`config.mk`:
```
export PLATFORM = sky130hd
export DESIGN_NAME = maquina_estado_mascota
export DESIGN_NICKNAME = d
export VERILOG_FILES = /design/src/rtl/mascota_pkg.sv /design/src/rtl/sincronizador_flanco.sv /design/src/rtl/maquina_estado_mascota.sv
export SDC_FILE = /design/constraint.sdc
export NUM_CORES = 1
export LEC_CHECK = 0
export ABC_AREA = 1
export BUFFER_PORTS_ARGS = -buffer_cell sky130_fd_sc_hd__buf_2
export CORE_MARGIN = 3
export CORE_UTILIZATION = 40
export CTS_BUF_LIST = sky130_fd_sc_hd__clkbuf_4
export CTS_CLUSTER_DIAMETER = 120
export DETAILED_ROUTE_END_ITERATION = 8
export PLACE_DENSITY = 0.66
export SYNTH_ARGS = -nofsm -noshare
export SYNTH_HDL_FRONTEND = slang
export SYNTH_SLANG_ARGS = --single-unit
```
`constraint.sdc`:
```
create_clock -name clk -period 1.4 [get_ports clk]
set_clock_uncertainty 0.1 [all_clocks]
set_input_delay 0.07 -clock clk [delete_from_list [all_inputs] [get_ports clk]]
set_output_delay 0.07 -clock clk [all_outputs]
set_load 0.01 [all_outputs]
```
`src/rtl/mascota_pkg.sv`:
```
// Shared definitions for the pet controller: state codes, need indices,
// level field width and the per-state decay-enable patterns.
package mascota_pkg;

    localparam int ANCHO_NIVEL = 2;
    localparam int NUM_NEC     = 4;

    localparam int NEC_HAMBRE    = 0;
    localparam int NEC_SUENO     = 1;
    localparam int NEC_DIVERSION = 2;
    localparam int NEC_SALUD     = 3;

    localparam logic [2:0] ESTADO_NORMAL     = 3'd0;
    localparam logic [2:0] ESTADO_ALERTA     = 3'd1;
    localparam logic [2:0] ESTADO_CRITICO    = 3'd2;
    localparam logic [2:0] ESTADO_CELEBRANDO = 3'd3;
    localparam logic [2:0] ESTADO_DORMIDO    = 3'd4;
    localparam logic [2:0] ESTADO_MUERTO     = 3'd5;

    typedef enum logic [2:0] {
        ST_NORMAL     = ESTADO_NORMAL,
        ST_ALERTA     = ESTADO_ALERTA,
        ST_CRITICO    = ESTADO_CRITICO,
        ST_CELEBRANDO = ESTADO_CELEBRANDO,
        ST_DORMIDO    = ESTADO_DORMIDO,
        ST_MUERTO     = ESTADO_MUERTO
    } estado_t;

    // While asleep only the sleep need stops decaying.
    localparam logic [3:0] ACTIVO_TODOS   = 4'b1111;
    localparam logic [3:0] ACTIVO_NINGUNO = 4'b0000;
    localparam logic [3:0] ACTIVO_DORMIDO = 4'b1111 & ~(4'b0001 << NEC_SUENO);

endpackage

```
`src/rtl/sincronizador_flanco.sv`:
```
// Two-flop synchronizer for an asynchronous button followed by a
// rising-edge detector: one clk-wide pulse per press.
module sincronizador_flanco (
    input  logic clk,
    input  logic B_reset,
    input  logic entrada,
    output logic pulso
);

    logic sync1;
    logic sync2;
    logic sync2_d;

    // Synchronizer chain plus the delayed copy used for edge detection.
    always_ff @(posedge clk or negedge B_reset) begin
        if (!B_reset) begin
            sync1   <= 1'b0;
            sync2   <= 1'b0;
            sync2_d <= 1'b0;
        end else begin
            sync1   <= entrada;
            sync2   <= sync1;
            sync2_d <= sync2;
        end
    end

    assign pulso = sync2 & ~sync2_d;

endmodule

```
`src/rtl/maquina_estado_mascota.sv`:
```
// Pet-level state machine fed by the four need counters. Produces the
// registered pet state, the index of the lowest need, and the per-need
// decay enables. Owns the death timer and the sleep-button toggle.
//
// state      | meaning
// -----------+-----------------------------------------------
// NORMAL     | all needs at 2 or above, nothing to celebrate
// ALERTA     | lowest need at 1
// CRITICO    | some need at 0, death timer running
// CELEBRANDO | a need was raised recently
// DORMIDO    | asleep; sleep need frozen, leaves on press or min 0
// MUERTO     | terminal; only reset exits
import mascota_pkg::*;

module maquina_estado_mascota #(
    parameter int TIEMPO_MUERTE = 20
) (
    input  logic       clk,
    input  logic       B_reset,
    input  logic [7:0] Niveles,
    input  logic [3:0] senales_5seg,
    input  logic       B_dormir,
    output logic [2:0] Estado,
    output logic [3:0] activo,
    output logic [1:0] Necesidad_Critica,
    output logic       muerto
);

    localparam int CW = $clog2(TIEMPO_MUERTE + 1);
    localparam logic [CW-1:0] CNT_FIN = CW'(TIEMPO_MUERTE - 1);
    localparam logic [CW-1:0] CNT_SAT = CW'(TIEMPO_MUERTE);

    // Returns {argmin, min}; strict less-than keeps the lowest index on ties.
    function automatic logic [3:0] min_argmin(input logic [7:0] niveles);
        logic [1:0] mn;
        logic [1:0] idx;
        logic [1:0] campo;
        mn  = niveles[ANCHO_NIVEL-1:0];
        idx = 2'd0;
        for (int i = 1; i < NUM_NEC; i++) begin
            campo = niveles[i*ANCHO_NIVEL +: ANCHO_NIVEL];
            if (campo < mn) begin
                mn  = campo;
                idx = 2'(i);
            end
        end
        return {idx, mn};
    endfunction

    estado_t       estado_q;
    estado_t       estado_d;
    logic [CW-1:0] cnt_muerte;
    logic [1:0]    nivel_min;
    logic [1:0]    idx_min;
    logic          min_cero;
    logic          dormir_p;

    assign {idx_min, nivel_min} = min_argmin(Niveles);
    assign min_cero = (nivel_min == 2'd0);

    sincronizador_flanco u_sinc_dormir (
        .clk     (clk),
        .B_reset (B_reset),
        .entrada (B_dormir),
        .pulso   (dormir_p)
    );

    // State register and registered lowest-need index.
    always_ff @(posedge clk or negedge B_reset) begin
        if (!B_reset) begin
            estado_q          <= ST_NORMAL;
            Necesidad_Critica <= 2'd0;
        end else begin
            estado_q          <= estado_d;
            Necesidad_Critica <= idx_min;
        end
    end

    // Death timer: counts consecutive edges at min 0, clears otherwise, saturates.
    always_ff @(posedge clk or negedge B_reset) begin
        if (!B_reset) begin
            cnt_muerte <= '0;
        end else if (!min_cero) begin
            cnt_muerte <= '0;
        end else if (estado_q != ST_MUERTO && cnt_muerte != CNT_SAT) begin
            cnt_muerte <= cnt_muerte + CW'(1);
        end
    end

    // Next-state selection in priority order; a press in CRITICO falls through and is lost.
    always_comb begin
        estado_d = estado_q;
        if (estado_q == ST_MUERTO) begin
            estado_d = ST_MUERTO;
        end else if (estado_q > ST_MUERTO) begin
            estado_d = ST_NORMAL;
        end else if (min_cero && cnt_muerte == CNT_FIN) begin
            estado_d = ST_MUERTO;
        end else if (dormir_p && (estado_q == ST_NORMAL || estado_q == ST_ALERTA ||
                                  estado_q == ST_CELEBRANDO)) begin
            estado_d = ST_DORMIDO;
        end else if (dormir_p && estado_q == ST_DORMIDO) begin
            estado_d = ST_NORMAL;
        end else if (estado_q == ST_DORMIDO && !min_cero) begin
            estado_d = ST_DORMIDO;
        end else if (min_cero) begin
            estado_d = ST_CRITICO;
        end else if (|senales_5seg) begin
            estado_d = ST_CELEBRANDO;
        end else if (nivel_min == 2'd1) begin
            estado_d = ST_ALERTA;
        end else begin
            estado_d = ST_NORMAL;
        end
    end

    // Decay enables decoded from the registered state.
    always_comb begin
        activo = ACTIVO_TODOS;
        case (estado_q)
            ST_MUERTO:  activo = ACTIVO_NINGUNO;
            ST_DORMIDO: activo = ACTIVO_DORMIDO;
            default:    activo = ACTIVO_TODOS;
        endcase
    end

    assign Estado = estado_q;
    assign muerto = (estado_q == ST_MUERTO);

endmodule

```
### Yosys cells after proc, flatten, opt, wreduce, memory -nomap -nowiden

Index checks and enable logic that the tools add are counted.
W data, S select, Z words.

| storage, ports and cells | value |
|---|---|
| flip-flop bits (word level) | 13 |
| memories kept | 0 |
| bits in latches | 0 |
| output and inout port bits | 10 |
| bits in writable memories | 0 |
| bits of input ports | 15 |
| memory bits (read-only) | 0 |

| operators by class | value |
|---|---|
| equality and inequality tests | 9 |
| multiply operators | 0 |
| shifts and indexed selects | 0 |
| order comparisons | 4 |
| bitwise logic cells | 2 |
| reduce and logical (&&, ||, !) cells | 11 |
| mux-type cells | 18 |
| $add $sub $neg | 1 |
| div/mod/pow operators | 0 |

Operators by type and width:

| cell | number |
|---|---|
| $mux W3 | 6 |
| $mux W2 | 7 |
| $mux W5 | 2 |
| $pmux W4 S2 | 1 |
| $eq A3 B3 Y1 const B | 2 |
| $lt A2 B2 Y1 | 3 |
| $add A5 B1 Y5 const B | 1 |
| $eq A5 B5 Y1 const B | 1 |
| $logic_and A1 B1 Y1 | 5 |
| $ne A5 B5 Y1 const B | 1 |
| $reduce_or A4 Y1 | 1 |
| $eq A3 B1 Y1 const B | 1 |
| $eq A3 B2 Y1 const B | 1 |
| $gt A3 B3 Y1 const B | 1 |
| $logic_not A3 Y1 | 1 |
| $ne A3 B3 Y1 const B | 1 |
| $eq A2 B1 Y1 const B | 1 |
| $logic_not A2 Y1 | 1 |
| $logic_or A1 B1 Y1 | 2 |
| $mux W1 | 2 |
| $ne A2 B1 Y1 const B | 1 |
| $and A1 B1 Y1 | 1 |
| $logic_not A1 Y1 | 1 |
| $not A1 Y1 | 1 |

### Depth between registers and ports, before layout

Gate-level depths: netlist of run 1.

| logic depth | value |
|---|---|
| depth after elaboration | 16 |
| gate-level depth with buffers | 18 |
| mapped depth without buffers | 18 |

### Hierarchy

A second synthesis of run 1 with hierarchy kept.

| unflattened totals | value |
|---|---|
| cells, all modules | 110 |
| area total of the unflattened synthesis | 895.9 um2 |

By module, submodules not included:

| module | times used | sequential area each (um2) | area each (um2) | cells an instance |
|---|---|---|---|---|
| maquina_estado_mascota | 1 | 250.2 | 810.8 | 105 |
| sincronizador_flanco | 1 | 75.1 | 85.1 | 5 |

### Worst setup path before layout of run 1

Ideal clock, no wire load.

| timing path | value |
|---|---|
| path type | register -> register |
| from | register estado_q[1] (netlist: Estado[1]) |
| to | register cnt_muerte[3] |
| period minus slack after synthesis | 1.570 ns |
| required time | 1.180 ns |
| cell stages (with the launch flop) | 10 |
| path buffers | 0 |
| slack | -0.170 ns |
| data arrival time | 1.351 ns |
| library setup time | 0.120 ns |
| cell sequence | dfrtp_1 > inv_1 > nand2_2 > nor2_1 > a31oi_1 > inv_2 > nor2_1 > nand3_1 > xor2_1 > nor2_1 |

| between the ends | value |
|---|---|
| word-level cells in the longest chain between the ends | 3 |

RTL lines:

| what | RTL line | text |
|---|---|---|
| from (decl) | maquina_estado_mascota.sv:50 | `estado_t estado_q;` |
| from (signal assigned) | maquina_estado_mascota.sv:74 | `estado_q <= estado_d;` |
| $ne A3 B3 Y1 | maquina_estado_mascota.sv:85 | `end else if (estado_q != ST_MUERTO && cnt_muerte != CNT_SAT) begin` |
| $logic_and A1 B1 Y1 | maquina_estado_mascota.sv:85 |  |
| $ne A2 B1 Y1 (no line) | n/a |  |
| to (signal assigned) | maquina_estado_mascota.sv:86 | `cnt_muerte <= cnt_muerte + CW'(1);` |
| to (decl) | maquina_estado_mascota.sv:52 | `logic [CW-1:0] cnt_muerte;` |

Every way passes these cells.
A chain may end at the register's enable or synchronous reset.

### Final worst setup path of run 1

| timing path | value |
|---|---|
| from | register cnt_muerte[0] |
| to | register cnt_muerte[4] |

| between the ends | value |
|---|---|
| word-level cells in the longest chain between the ends | 3 |
| elaborated cells on any way between the ends | 6 |

RTL lines:

| what | RTL line |
|---|---|
| $add A5 B1 Y5 / $ne A5 B5 Y1 (equally long branches) | maquina_estado_mascota.sv:86, maquina_estado_mascota.sv:85 |
| $mux W5 / $logic_and A1 B1 Y1 (equally long branches) | maquina_estado_mascota.sv:85 |
| $mux W5 / $ne A2 B1 Y1 (equally long branches) | n/a |

Parallel ways exist; a longest one is shown, timed or not. The select of a mux whose other input is x is not followed.

==> results by group, run 1 <==
Floorplan
  – Area of the core: 2040 um^2
  – I/O pin cnt: 25
  – Starting density of the core: 0.436
  – Full die area: 2830 um^2
  – Die height: 53.2 um
  – Die width: about 53 um
  – Row count: 16

Cells and area
  – Fraction of final layout cells with drive strength greater than 1: 0.584
  – Final Util: 0.711
  – Growth of design area from synthesis to finish: 63.1%
  – Count of non-filler cells in the finished layout: around 190
  – Leading cell types in the layout, fill and taps excluded: buf_4 (23), inv_1 (18), buf_2 (18)
  – Layout Nets: between 150 and 200
  – Most common library cell in the layout ignoring fill and taps: buf_4
  – Layout Cell Area excl Fill: 1450 um^2
  – Antenna diode instance count: 0

Power
  – Net switching power figure: approximately 0.00025 W
  – Cell Int Power: 0.000618 W
  – Leakage power: 0.728 nW
  – Proportion of power drawn by flip-flops and latches: 0.454
  – Switching Fraction: 0.285
  – PwrDens: 595 nW/um^2
  – Clock power frac: 0.288
  – Largest voltage drop on the vdd net: 587 uV
  – Part of the total power dissipated in combinational logic: 0.258

Global route
  – Wire length of the first global-routing pass: 3490 um
  – GRT Total Usage: 0.174
  – Antenna violations before repair: 0
  – Maximum number of pins on one net before global-route repair: 14
  – Grt ovf: 0
  – Via count of the first global-routing pass: 844

Synth
  – Warning count from the yosys run: 0
  – Number of different library cells in the post-synthesis netlist: 25
  – Syn Nets: about 130
  – Number of enable flip-flop cells after synthesis: 0
  – Flip-flop and latch count after synthesis: 13
  – Cell count after synthesis: 110
  – Synth async-reset ratio: 1.00
  – Netlist area before placement: 891 um^2
  – Synth Flop Type: dfrtp_1
  – Sequential element share of the synthesized area: 0.365
  – Average instance area after synthesis: 8.10 um^2

Critical path
  – Crit Path Category: reg2reg
  – Length in cells of the worst reg-to-reg path: 8
  – Max Fanout on Critical Path: 3
  – Count of buffer and inverter cells on the critical path: 2
  – Data arrival time of the critical path: about 1600 ps
  – Required time of the critical path: 1470 ps
  – CP Capture Type: register
  – Critical path's largest stage delay: between 300 and 400 ps
  – Cell repeated most along the worst path: inv_2
  – Cell at the slowest stage of the critical path: dfrtp_1
  – Worst path cell trace: inv_2 -> ha_4 -> a31oi_4 -> inv_2 -> nor2_4 -> nand3_2 -> xor2_1 -> nor2_1
  – Kind of launch point of the worst setup path: register
  – Family with the most delay on the worst path: flip-flops
  – Logic depth of the worst setup path including buffers: 8

Placement
  – Routability congestion estimate from global placement: 0.719
  – Dpl hpwl: 1450 um
  – Pre-CTS setup slack: -348 ps
  – Number of port buffers: 24
  – Count of placed standard cells including taps: 176
  – Cell area after placement: 1240 um^2

Timing
  – Worst-margin pin slew: 300 ps
  – Maximum clock rate: 669 MHz
  – Setup repair after global routing missed its margin: yes
  – Number of slew-limit violations in the final report: 0
  – Final-report hold violation count: 0
  – Total setup violations reported at the end of the flow: 6
  – Tcrit/Tclk final: 1.07
  – Shortest period the worst path allows: around 1500 ps
  – Least setup slack across all paths after layout: -95.7 ps
  – Rel. slew slack: 0.800
  – Hold WS: roughly 86 ps

Clock network
  – Clock transition at the registers of the reported paths: 80 ps
  – CTS tree: built
  – Clock Tree Root: clkbuf_4
  – Worst-case clock buffer depth: 2
  – Num CTS Buffers: 3
  – Clock Latency Late Sink: ~280 ps
  – H-tree levels: 1
  – Clock net sink count: 13

Detailed routing
  – Drt first-iter violations: 5
  – Final wirelength: 2010 um
  – Vias/cell: about 4.6
  – Wirelength per Cell: 10.7 um
  – Antenna Violating Nets Remaining: 0
  – Total number of vias: 860
  – DRC violation count after routing: 0
  – First-pass detailed-route iteration total: 4

Flow run
  – Number of maximum-capacitance constraint violations: 0

Hold path
  – Hold Path Depth: 6
  – Worst Hold Class: in2reg

Run status
  – Outcome: finished, violations left
  – Violated checks: setup timing
-- layout make-up --
cell class / count / area [um^2]
clock buffer: 4 / 30.0
fill: 169 / 589
inverter: 26 / 108
multi-input combinational: 69 / 606
sequential: 13 / 325
tap: 27 / 33.8
timing repair buffer: 49 / 350
-- registers in the layout, indices dropped and copies added, names as in the netlist --
signal                 count
Estado                     3
Necesidad_Critica          2
cnt_muerte                 5
u_sinc_dormir.sync1        1
u_sinc_dormir.sync2        1
u_sinc_dormir.sync2_d      1
-- logic make-up after synthesis --
| family | Yosys count | share of synthesized area |
|---|---|---|
| buffers and inverters | 28 | 0.126 |
| flip-flops | 13 | 0.365 |
| XOR/XNOR | 3 | 0.0295 |
| AO/OA/AOI/OAI | 7 | 0.0604 |
| AND/OR/NAND/NOR | 51 | 0.306 |
| adder cells (fa/ha/maj) | 8 | 0.112 |
-- power by group through the flow --
stage	combinational (W)	sequential [W]	clock (W)
final	0.000223	0.000392	0.000249
after global routing	0.000250	0.000394	0.000275
after CTS	0.000225	0.000392	0.000260
after detailed placement	0.000204	0.000399	0
after global placement	0.000200	0.000399	0
after floorplan	0.000124	0.000403	0
-- worst reg2reg max path, cell delays in order (launching register included) --
cell and delay [ps]:
dfrtp_1 370, inv_2 60, ha_4 160, a31oi_4 190, inv_2 90, nor2_4 130, nand3_2 80, xor2_1 160
nor2_1 60
-- stage by stage --
step	total power, W	setup TNS (ps)
2_1_floorplan	0.000527	-366
6_report	0.000865	-388
5_1_grt	0.000919	-1260
4_1_cts	0.000877	-240
3_3_place_gp	0.000599	-1830
3_5_place_dp	0.000603	-2200
-- cells in the mapped netlist (3+ instances only) --
cell,instances,area share
dfrtp_1,13,0.37
ha_1,8,0.11
inv_1,24,0.10
nand2_1,11,0.046
nand2_2,9,0.063
nand2_4,3,0.038
nand3_1,7,0.039
nor2_1,12,0.051
-- timing repair --
action	4_1_cts	5_1_grt
setup endpoints to repair	11	12
buffers inserted	5	1
resized for setup	19	7
endpoints found under the hold margin	14	0
gates cloned	0	0
hold buffers	2	0
pin swaps	16	6
-- routing by layer --
metal,GRT usage,up-vias,share of wire
met5,0,-,0
met4,0.0511,0,0.011
met3,0.0507,2,0.048
met2,0.333,22,0.55
met1,0.179,396,0.39
li1,-,440,-
-- worst paths after layout --
check / start / end / slack [ps]
setup / recovery: cnt_muerte[0]$_DFFE_PN0P_ / cnt_muerte[4]$_DFFE_PN0P_ / -100
setup reg to reg: cnt_muerte[0]$_DFFE_PN0P_ / cnt_muerte[4]$_DFFE_PN0P_ / -100
hold reg to reg: u_sinc_dormir.sync1$_DFF_PN0_ / u_sinc_dormir.sync2$_DFF_PN0_ / 250
hold / removal: Niveles[2] / Necesidad_Critica[0]$_DFF_PN0_ / 90
min in group asynchronous: B_reset / u_sinc_dormir.sync2_d$_DFF_PN0_ / 100
max in group asynchronous: B_reset / Necesidad_Critica[1]$_DFF_PN0_ / 860
Note: power is estimated with default switching activity, not from simulation.
==> run 2, diff against run 1 <==
--- a/config.mk
+++ b/config.mk
@@ -13,6 +13,7 @@
 export CTS_CLUSTER_DIAMETER = 120
 export DETAILED_ROUTE_END_ITERATION = 8
 export PLACE_DENSITY = 0.66
+export REMOVE_ABC_BUFFERS = 1
 export SYNTH_ARGS = -nofsm -noshare
 export SYNTH_HDL_FRONTEND = slang
 export SYNTH_SLANG_ARGS = --single-unit
==> run 2 against run 1 <==
Net effect:
- the run still ends with setup timing left
- design area grew 11%
- worst hold slack lost 11 ps
- die area is the same
- flip-flop and latch count is the same
- power grew 8.4%
- core utilization grew 7.8 points
- register-to-register slack lost 20 ps
- worst setup slack lost 24 ps
- final cell count grew 9.0%
- sequential power is essentially flat
- critical path depth is the same
- non-clock buffer count grew 17
- critical path type unchanged
- critical endpoint unchanged
==> results by group, run 2 (synthesis gave the netlist of run 1 again) <==
Critical path
  – Data arrival time of the critical path: 1640 ps (+70 ps)
  – Cell at the slowest stage of the critical path: dfrtp_1
  – Worst Setup SP: cnt_muerte[0]$_DFFE_PN0P_
  – Cell repeated most along the worst path: buf_4
  – Critical path's largest stage delay: 380 ps (about the same)
  – Worst R2R Start: cnt_muerte[0]$_DFFE_PN0P_
  – Max Fanout on Critical Path: 2 (-1)
  – CP Capture Type: register
  – Crit Path Category: reg2reg
  – Required time of the critical path: 1520 ps (+50 ps)
  – Worst path cell trace: buf_4 -> ha_2 -> inv_2 -> buf_4 -> nor2_4 -> nand3_2 -> xor2_1 -> nor2_1
  – Kind of launch point of the worst setup path: register

Floorplan
  – Starting density of the core: 0.436 (unchanged)
  – Die height: 53.2 um (unchanged)
  – Row count: 16 (unchanged)
  – Die width: 53.2 um (unchanged)
  – Area of the core: 2040 um^2 (unchanged)
  – Full die area: 2830 um^2 (unchanged)
  – I/O pin cnt: 25 (unchanged)

Global route
  – Wire length of the first global-routing pass: 4600 um (+32%)
  – GRT Total Usage: 0.241 (+0.0667)
  – Antenna violations before repair: 0 (unchanged)
  – Maximum number of pins on one net before global-route repair: 14 (unchanged)
  – Grt ovf: 0 (unchanged)
  – Via count of the first global-routing pass: 1090 (+29%)

Clock network
  – Clock transition at the registers of the reported paths: 100 ps (+20 ps)
  – Worst-case clock buffer depth: 2 (unchanged)
  – H-tree levels: 1 (unchanged)
  – Clock net sink count: 13 (unchanged)
  – Num CTS Buffers: 3 (unchanged)
  – CTS tree: built
  – Clock Tree Root: clkbuf_4
  – Clock Latency Late Sink: 310 ps (+30 ps)

Power
  – Overall power of the completed layout: 0.000938 W (+8.4%)
  – Clock power frac: 0.271 (-0.017)
  – Cell Int Power: 0.000638 W (+3.2%)
  – Part of the total power dissipated in combinational logic: 0.310 (+0.052)
  – Proportion of power drawn by flip-flops and latches: 0.419 (-0.035)
  – Switching Fraction: 0.320 (+0.0343)
  – PwrDens: 582 nW/um^2 (-2.3%)
  – Net switching power figure: 0.000300 W (+21%)
  – Largest voltage drop on the vdd net: 458 uV (-22%)
  – Leakage power: 0.812 nW (+12%)

Cells and area
  – Antenna diode instance count: 0 (unchanged)
  – Leading cell types in the layout, fill and taps excluded: buf_4 (38), buf_2 (18), inv_1 (14)
  – Max FFs per register: 5 (unchanged)
  – Most flop-heavy register: cnt_muerte
  – Growth of design area from synthesis to finish: 80.9%
  – Most common library cell in the layout ignoring fill and taps: buf_4
  – Layout fillers: 128 (-24%)
  – Layout Nets: 202 (+9.2%)
  – Layout Cell Area excl Fill: 1610 um^2 (+11%)
  – Fraction of final layout cells with drive strength greater than 1: 0.680 (+0.0959)

Placement
  – Dpl hpwl: 1700 um (+17%)
  – Cell area after placement: 1190 um^2 (-3.9%)
  – Number of port buffers: 24 (unchanged)
  – Routability congestion estimate from global placement: 0.808 (+12%)

Timing
  – Final-report hold violation count: 0 (unchanged)
  – Number of slew-limit violations in the final report: 0 (unchanged)
  – Tcrit/Tclk final: 1.09 (+0.0171)
  – Setup repair after global routing missed its margin: yes
  – Worst-margin pin slew: 477 ps (+176 ps)
  – Maximum clock rate: 658 MHz (-1.6%)
  – Rel. slew slack: 0.679 (-0.120)
  – Final-layout setup total negative slack: -682 ps (-294 ps)
  – Least setup slack across all paths after layout: -120 ps (-24.0 ps)
  – Shortest period the worst path allows: 1520 ps (+24.0 ps)
  – Total setup violations reported at the end of the flow: 11 (+5)

Detailed routing
  – Drt first-iter violations: 16 (+11)
  – Final wirelength: 3000 um (+49%)
  – DRC violation count after routing: 0 (unchanged)
  – First-pass detailed-route iteration total: 4 (unchanged)
  – Vias/cell: 4.86 (+6.3%)
  – Antenna Violating Nets Remaining: 0 (unchanged)
  – Wirelength per Cell: 14.6 um (+36%)
  – Total number of vias: 997 (+16%)

Flow run
  – Number of maximum-capacitance constraint violations: 0 (unchanged)

Run status
  – Violated checks: setup timing
  – Outcome: finished, violations left

Hold path
  – Worst Hold Class: in2async
==> run 2: routing by layer <==
layer	up-vias	global-route usage	wire (um)	part of all wire
met5	-	0	0	0
met4	0	0.166	104	0.035
met2	40	0.440	1660	0.55
met3	11	0.0873	151	0.050
met1	476	0.215	1080	0.36
li1	470	-	-	-
==> run 2: stage by stage <==
step                       util  hold WS (ps)  worst slack (ps)  instances
final                     0.789          74.7              -120        205
after floorplan               -          -326              -171        108
after detailed placement  0.585          -129              -395        181
after CTS                 0.754          96.2             -41.5        203
after global placement    0.585          -135              -338        181
after global routing      0.789          88.8              -195        205
==> run 2: cell type report <==
cell class / count / area, um^2 / share of cell area
Clock inverter: 1 / 5.00 / 0.00311
Timing Repair Buffer: 66 / 498 / 0.309
Tap cell: 27 / 33.8 / 0.0210
Multi-Input combinational cell: 69 / 617 / 0.383
Inverter: 26 / 110 / 0.0683
Sequential cell: 13 / 325 / 0.202
Clock buffer: 3 / 22.5 / 0.0140
==> run 2: repair_timing <==
action / in CTS / in global routing
gates resized for setup: 42 / 16
hold buffers: 2 / 0
hold endpoints to repair: 14 / 0
endpoints found under the setup margin: 11 / 12
buffers inserted: 16 / 2
pin swaps: 24 / 11
==> run 2: power groups by stage <==
stage | clock (W) | combinational [W] | sequential [W]
floorplan | 0 | 0.000107 | 0.000403
global placement | 0 | 0.000182 | 0.000399
detailed placement | 0 | 0.000189 | 0.000398
CTS | 0.000246 | 0.000273 | 0.000392
global route | 0.000285 | 0.000317 | 0.000394
finish | 0.000254 | 0.000291 | 0.000392
==> run 2: final timing paths <==
path	endpoint	slack, ps	cells after the start
max in group asynchronous	cnt_muerte[3]$_DFFE_PN0P_	870	2
min reg2reg	u_sinc_dormir.sync2$_DFF_PN0_	260	0
min	Necesidad_Critica[0]$_DFF_PN0_	70	2
min in group clk	cnt_muerte[1]$_DFFE_PN0P_	170	5
max reg2reg	cnt_muerte[4]$_DFFE_PN0P_	-120	8
max	cnt_muerte[4]$_DFFE_PN0P_	-120	8
==> run 2: critical path: cells and delay by family (launching register included) <==
kind	cells	cell delay, ps
AND/OR/NAND/NOR	3	300
XOR/XNOR	1	140
buffers and inverters	3	330
adder cells (fa/ha/maj)	1	180
flip-flops	1	380
